<file path="config.mk">
export PLATFORM = sky130hd
export DESIGN_NAME = dmem_arbiter
export DESIGN_NICKNAME = d
export VERILOG_FILES = /design/src/rtl/dmem_arbiter.sv
export SDC_FILE = /design/constraint.sdc
export NUM_CORES = 1
export LEC_CHECK = 0
export BUFFER_PORTS_ARGS = -buffer_cell sky130_fd_sc_hd__buf_2
export CAP_MARGIN = 10
export CORE_AREA = 3 3 97 99
export DETAILED_ROUTE_END_ITERATION = 12
export DIE_AREA = 0 0 100 102
export GPL_TIMING_DRIVEN = 0
export PLACE_DENSITY_LB_ADDON = 0.12
export SKIP_CTS_REPAIR_TIMING = 1
export SKIP_LAST_GASP = 1
export SLEW_MARGIN = 5
export SYNTH_ARGS = -nofsm -noshare
export SYNTH_HDL_FRONTEND = slang
export SYNTH_SLANG_ARGS = --single-unit
</file>
<file path="constraint.sdc">
create_clock -name clock -period 1.79 [get_ports clock]
set_input_delay 0 -clock clock [delete_from_list [all_inputs] [get_ports clock]]
set_output_delay 0 -clock clock [all_outputs]
set_load 0.01 [all_outputs]
</file>
<file path="src/rtl/dmem_arbiter.sv">
// rtl/dmem_arbiter.sv - two-master arbiter in front of the single-port data memory
//
// Purpose: grants at most one of two masters per cycle to dmem. Port 0 (processor)
//    has fixed priority; port 1 (loader/debug) is forced to win once it has been
//    denied MAX_WAIT consecutive cycles. Read data returns one cycle after the grant
//    with a per-port valid strobe.
// Ports:
//    clock, reset             - single clock, synchronous active-high reset
//    mX_req/wren/addr/data    - master X request, write flag, address, write data
//    mX_gnt                   - master X granted this cycle (combinational)
//    mX_rvalid, mX_q          - master X read data valid (registered) and data
//    mem_address/data/wren    - drive to dmem
//    mem_q                    - dmem read data (one cycle after the address)
//    conflict_cnt             - saturating count of cycles with both requests
module dmem_arbiter #(
   parameter int ADDR_W   = 12,
   parameter int DATA_W   = 32,
   parameter int MAX_WAIT = 4
) (
   input  logic              clock,
   input  logic              reset,
   input  logic              m0_req,
   input  logic              m0_wren,
   input  logic [ADDR_W-1:0] m0_addr,
   input  logic [DATA_W-1:0] m0_data,
   output logic              m0_gnt,
   output logic              m0_rvalid,
   output logic [DATA_W-1:0] m0_q,
   input  logic              m1_req,
   input  logic              m1_wren,
   input  logic [ADDR_W-1:0] m1_addr,
   input  logic [DATA_W-1:0] m1_data,
   output logic              m1_gnt,
   output logic              m1_rvalid,
   output logic [DATA_W-1:0] m1_q,
   output logic [ADDR_W-1:0] mem_address,
   output logic [DATA_W-1:0] mem_data,
   output logic              mem_wren,
   input  logic [DATA_W-1:0] mem_q,
   output logic [15:0]       conflict_cnt
);

   localparam logic [3:0] LP_MAX_WAIT = 4'(MAX_WAIT);

   logic [3:0]  r_wait1;
   logic        r_m0_rvalid;
   logic        r_m1_rvalid;
   logic [15:0] r_conflict_cnt;

   logic        w_force1;
   logic        w_m0_gnt;
   logic        w_m1_gnt;

   // Port 1 wins when alone, or when contending after MAX_WAIT denied cycles.
   // Port 0 takes whatever port 1 does not; reset suppresses both so no write lands.
   assign w_force1 = (r_wait1 == LP_MAX_WAIT);
   assign w_m1_gnt = ~reset & m1_req & (~m0_req | w_force1);
   assign w_m0_gnt = ~reset & m0_req & ~w_m1_gnt;

   assign m0_gnt = w_m0_gnt;
   assign m1_gnt = w_m1_gnt;

   // With no grant the bus idles on port 0's inputs, so it is never X.
   assign mem_address = w_m1_gnt ? m1_addr : m0_addr;
   assign mem_data    = w_m1_gnt ? m1_data : m0_data;
   assign mem_wren    = (w_m0_gnt & m0_wren) | (w_m1_gnt & m1_wren);

   // The RAM output already lags the address by one cycle, which lines up with rvalid.
   assign m0_q = mem_q;
   assign m1_q = mem_q;

   assign m0_rvalid    = r_m0_rvalid;
   assign m1_rvalid    = r_m1_rvalid;
   assign conflict_cnt = r_conflict_cnt;

   always_ff @(posedge clock) begin
      if (reset) begin
         r_wait1        <= 4'd0;
         r_m0_rvalid    <= 1'b0;
         r_m1_rvalid    <= 1'b0;
         r_conflict_cnt <= 16'd0;
      end else begin
         r_m0_rvalid <= w_m0_gnt & ~m0_wren;
         r_m1_rvalid <= w_m1_gnt & ~m1_wren;

         // Counts consecutive denied cycles of a pending port 1 request.
         if (w_m1_gnt || !m1_req) begin
            r_wait1 <= 4'd0;
         end else if (r_wait1 != LP_MAX_WAIT) begin
            r_wait1 <= r_wait1 + 4'd1;
         end

         if (m0_req && m1_req && (r_conflict_cnt != 16'hFFFF)) begin
            r_conflict_cnt <= r_conflict_cnt + 16'd1;
         end
      end
   end

endmodule

</file>
==> metrics.txt, run 1 <==
Final Hold Viols=0; failing checks=setup timing; crit path cell chain=inv_2, ha_4, nand3b_1, a21oi_4, buf_12, buf_8, mux2_2, buf_2; Layout area overhead=73.1%; Root Driver=clkbuf_8; Worst-Skew Late Latency=0.27 ns; GPL Wtd Cong=0.752; Seq cells post-synth=22; Ports=255; crit path time final=1.91 ns; fmax=0.524 GHz; Seq/Total Area, Yosys=0.212; family with the most delay on the worst path=buffers and inverters; WP buf/inv=4; RSZ-0062 raised after global routing=true; final setup TNS=-4.09 ns; first-pass GRT wire length=12.2 mm; Hold Path Stages=3; top post-synthesis cells by area=buf_4 23%, mux2_2 22%, dfxtp_1 21%, a21oi_1 3.1%, mux2_1 2.2%; Cell Rows=34; Layout Nets=603; Die Area=10200 um^2; hold_sp=m0_req; Cells after Synth=240; Mapped Nets=369; Post-route DRC=0; most frequent cells in the layout=219 x buf_2, 68 x buf_4, 42 x mux2_2, 17 x dfxtp_1, 11 x a21oi_1; First-pass DRT Iterations=4; Yosys top cell by area=buf_4; crit share post-route=1.07; Final Core Density=0.417; Num CTS Buffers=3; Synth Warn #=0; Worst-Margin Slew=0.564 ns; Core ar.=8640 um^2; Clock Skew=0.00860 ns; R2R cell count=5; leakage=1.85 nW; Clk pin slew, worst setup/hold paths=0.09 ns; Register-to-Register Setup Slack=0.09 ns; Max-Cap Viols=0; non-filler instance count after layout=581; RR Endpoint=conflict_cnt[15]; Netlist cell types=37; CP max FO=10; r2r startpoint=conflict_cnt[7]; PortBufs=221; post-route antenna net violation count=0; via count=2531; final setup vio count=41; multi-input logic area=1150 um^2; crit path kind=flop to output port; Synth Cell Area=2080 um^2; width of the die=100 um; maximum number of pins on one net before global-route repair=14; share of layout cells above drive strength 1=0.776; crit-path max cell delay=0.34 ns; Slew headroom=0.624; initial antenna violation count=1; worst setup margin=-0.120 ns; Max Slew Vio Count=0; HP Class=primary input to flop; filler cell count=919; antenna fix cells=0; Peak VDD IR=0.304 mV; Reg area=447 um^2; starting density of the core=0.241; H-tree depth=1; gr usage total=0.151; vias in the first global route=2340; Via-to-Cell Ratio=4.36; total wire length=8.88 mm; commonest non-fill, non-tap cell in the layout=buf_2; Worst EP arrival=1.91 ns; crit start category=flop; CP required=1.79 ns; CTS Sinks=22; Vert. Die Dim=102 um; DP Cell Count=569; Yosys top cell area share=0.231; Slowest cell on crit path=dfxtp_2; status=finished, violations left; Detailed Place HPWL=7.72 mm; GRT Residual Overflow=0; Worst Hold Path EP=m0_rvalid; Starting DRT DRC Count=73; syn avg cell area=8.67 um^2; CTS max path bufs=2; TritonCTS clock tree=done; CP Capture Type=output port; post-DR wirelength/cell=15.3 um; Power Density=443 nW/um^2
[worst reg2reg max path, stage by stage, from the launching register on]
cell and delay (ns):
dfxtp_1 0.34, clkbuf_4 0.17, and4_1 0.21, o211ai_1 0.22
or4_4 0.58, a21oi_2 0.14
[how the worst max path moves through the flow]
stage / from / end / slack (ns) / cells past startpoint
after floorplan: conflict_cnt[0] / conflict_cnt[14] / 0.15 / 5
after global placement: r_wait1[0] / mem_data[28] / -0.14 / 7
after detailed placement: r_wait1[0] / mem_data[28] / -0.20 / 7
after CTS: r_wait1[0] / mem_data[28] / -0.51 / 7
after global routing: r_wait1[1] / mem_data[4] / -0.22 / 8
final: r_wait1[1] / mem_data[4] / -0.12 / 8
[report_power, final]
group	switching, mW	leakage, nW	total, mW	internal, mW
Clock	0.187	0.0357	0.486	0.299
Combinational	0.250	1.63	0.609	0.359
Sequential	0.00410	0.180	0.499	0.495
[layout make-up]
type | count | share of cell area
multi-input cells | 139 | 0.319
repair buffers | 229 | 0.335
clock inverters | 1 | 0.00834
clock buffers | 3 | 0.0115
flip-flops and latches | 22 | 0.124
plain buffers | 73 | 0.159
well taps | 108 | 0.0375
inverters | 6 | 0.00625
[cells by family (layout without fill, tap and decap cells)]
group                    Yosys count  in the layout  share of synthesized area
XOR/XNOR                           2              2                    0.00842
AND/OR/NAND/NOR                   58             58                      0.161
multiplexers                      45             45                      0.244
adder cells (fa/ha/maj)            3              3                     0.0180
buffers and inverters             79            312                      0.262
AO/OA/AOI/OAI                     31             31                     0.0950
flip-flops                        22             22                      0.212
[cells in the mapped netlist]
cell / count
buf_4: 64
mux2_2: 41
dfxtp_1: 22
a21oi_1: 13
nor2_1: 10
buf_2: 7
inv_1: 6
nand2_1: 6
nand3_1: 6
nand4_1: 6
o21ai_0: 6
nor3_1: 5
and4_1: 4
mux2_1: 4
o31ai_1: 4
or3_1: 4
ha_1: 3
nor2b_1: 3
or4_1: 3
and3_1: 2
clkbuf_1: 2
nand3_2: 2
nor4_1: 2
o211ai_1: 2
a311oi_1: 1
nand2b_1: 1
nand3b_1: 1
nor3b_1: 1
o2111a_1: 1
o2111ai_1: 1
o221a_2: 1
o311ai_0: 1
o41ai_1: 1
or2_2: 1
or3b_2: 1
xnor2_1: 1
xor2_1: 1
[sequential cells by signal (all words and copies together) (netlist names)]
| signal | flops |
|---|---|
| r_wait1 | 4 |
| m1_rvalid | 1 |
| conflict_cnt | 16 |
| m0_rvalid | 1 |
[per-layer routing]
metal | part of all wire | wire [um] | up-vias | global-route usage
met2 | 0.48 | 4280 | 126 | 0.249
met5 | 0.00090 | 8 | - | 0
li1 | - | - | 1260 | -
met1 | 0.39 | 3490 | 1137 | 0.186
met3 | 0.12 | 1060 | 6 | 0.0737
met4 | 0.0054 | 48 | 2 | 0.0155
[stage by stage]
step | setup WS [ns] | power (mW) | cell area, um^2 | hold slack [ns]
global route | -0.221 | 1.68 | 3600 | 0.124
finish | -0.120 | 1.59 | 3600 | 0.0988
detailed placement | -0.202 | 1.09 | 3320 | 0.185
CTS | -0.510 | 1.57 | 3390 | -0.111
global placement | -0.140 | 1.08 | 3320 | 0.181
floorplan | 0.151 | 0.814 | 2080 | 0.0716
(Power assumes the default switching activity.)
==> run 2, diff against run 1 <==
--- a/config.mk
+++ b/config.mk
@@ -11,7 +11,6 @@
 export DETAILED_ROUTE_END_ITERATION = 12
 export DIE_AREA = 0 0 100 102
 export GPL_TIMING_DRIVEN = 0
-export PLACE_DENSITY_LB_ADDON = 0.12
 export SKIP_CTS_REPAIR_TIMING = 1
 export SKIP_LAST_GASP = 1
 export SLEW_MARGIN = 5
==> metrics.txt, run 2 (synthesized netlist as in run 1, its figures left out) <==
Core ar.=8640 um^2; Reg area=448 um^2; crit share post-route=1.04; Detailed Place HPWL=7.98 mm; vias in the first global route=2326; Starting DRT DRC Count=58; gr usage total=0.159; RSZ-0062 raised after global routing=true; fmax=0.536 GHz; final setup vio count=44; crit path time final=1.86 ns; via count=2631; Cell Rows=34; post-route antenna net violation count=0; Max Slew Vio Count=0; first-pass GRT wire length=12.6 mm; Peak VDD IR=0.251 mV; Final Hold Viols=0; Placement Cell Area=3320 um^2; HP Class=primary input to flop; crit start category=flop; Power Density=427 nW/um^2; Clk pin slew, worst setup/hold paths=0.09 ns; H-tree depth=1; Root Driver=clkbuf_8; crit-path max cell delay=0.34 ns; CP Capture Type=output port; share of layout cells above drive strength 1=0.782; Ports=255; Worst-Skew Late Latency=0.28 ns; total wire length=10.2 mm; post-DR wirelength/cell=17.4 um; CP required=1.79 ns; Slew headroom=0.672; crit path kind=flop to output port; CP dominant cell by count=buf_6; Gate power share=0.444; Die Area=10200 um^2; GPL Wtd Cong=0.790; initial antenna violation count=0; starting density of the core=0.241; DP Cell Count=569; Switch Pwr=0.481 mW; CTS Sinks=22; Layout Nets=608; clock share of power=0.273; Slowest cell on crit path=dfxtp_2; worst setup margin=-0.0746 ns; hold slack=0.0951 ns; final setup TNS=-2.53 ns; TritonCTS clock tree=done; Via-to-Cell Ratio=4.49; non-filler instance count after layout=586; crit path cell chain=inv_2, ha_4, nand3b_1, a21oi_4, buf_6, clkbuf_16, mux2_4, buf_6; multi-input logic area=1300 um^2; Worst EP arrival=1.86 ns; First-pass DRT Iterations=4; CP max FO=5; Vert. Die Dim=102 um; max FFs per register=16; GRT Residual Overflow=0; status=finished, violations left; Switching Share=0.274; Num CTS Buffers=3; filler cell count=832; Final Core Density=0.476; most frequent cells in the layout=178 x buf_2, 68 x buf_4, 47 x buf_6, 38 x mux2_4, 16 x dfxtp_1; width of the die=100 um; Flop pwr share=0.283; leakage=2.11 nW; PortBufs=221; CTS max path bufs=2; Worst-Margin Slew=0.493 ns; Max-Cap Viols=0; Layout area overhead=97.7%; Clock Skew=0.00735 ns; Post-route DRC=0; Int Pwr=1.28 mW; commonest non-fill, non-tap cell in the layout=buf_2; maximum number of pins on one net before global-route repair=14; failing checks=setup timing; design area=4110 um^2; antenna fix cells=0
==> run 2: cell types whose count changed in the layout (fill, tap and decap cells not counted), sizes merged <==
cell,delta
buf,+1
clkbuf,+4
==> run 2: worst paths after layout <==
kind,start,slack [ns],depth (start not counted),end
min,m1_req,0.1,3,conflict_cnt[4]
min reg2reg,conflict_cnt[1],0.51,2,conflict_cnt[1]
max reg2reg,conflict_cnt[0],0.12,5,conflict_cnt[14]
max,r_wait1[0],-0.07,8,mem_data[1]
==> run 2: routing by layer <==
metal | GRT usage | vias to the layer above | routed length [um]
met1 | 0.231 | 1220 | 4120
li1 | - | 1275 | -
met4 | 0.0249 | 0 | 69
met5 | 0 | - | 0
met2 | 0.257 | 129 | 5210
met3 | 0.0212 | 7 | 788
==> run 2: stage by stage <==
stage	setup slack (ns)	power, mW
floorplan	0.151	0.814
global placement	-0.192	1.09
detailed placement	-0.204	1.09
CTS	-0.513	1.57
global route	-0.163	1.83
finish	-0.0746	1.76
==> run 2: cell type report <==
type | instances | share of cell area
Inverter | 6 | 0.00547
Sequential cell | 22 | 0.109
Clock buffer | 3 | 0.0100
Multi-Input combinational cell | 139 | 0.315
Tap cell | 108 | 0.0328
Clock inverter | 1 | 0.00730
Timing Repair Buffer | 234 | 0.380
Buffer | 73 | 0.140
==> run 2: power by group through the flow <==
stage / Sequential [mW] / Clock [mW] / Combinational (mW)
after global placement: 0.509 / 0 / 0.578
after detailed placement: 0.509 / 0 / 0.581
after global routing: 0.499 / 0.508 / 0.827
final: 0.498 / 0.480 / 0.780
after CTS: 0.498 / 0.488 / 0.585
after floorplan: 0.510 / 0 / 0.303
==> run 2: critical path, delay by kind of cell (launching register included) <==
| family | cells | cell delay (ns) |
|---|---|---|
| buffers and inverters | 4 | 0.52 |
| DFF | 1 | 0.34 |
| muxes | 1 | 0.31 |
| AOI/OAI and AO/OA | 1 | 0.18 |
| and+or+nand+nor | 1 | 0.13 |
| adders and majority gates | 1 | 0.12 |
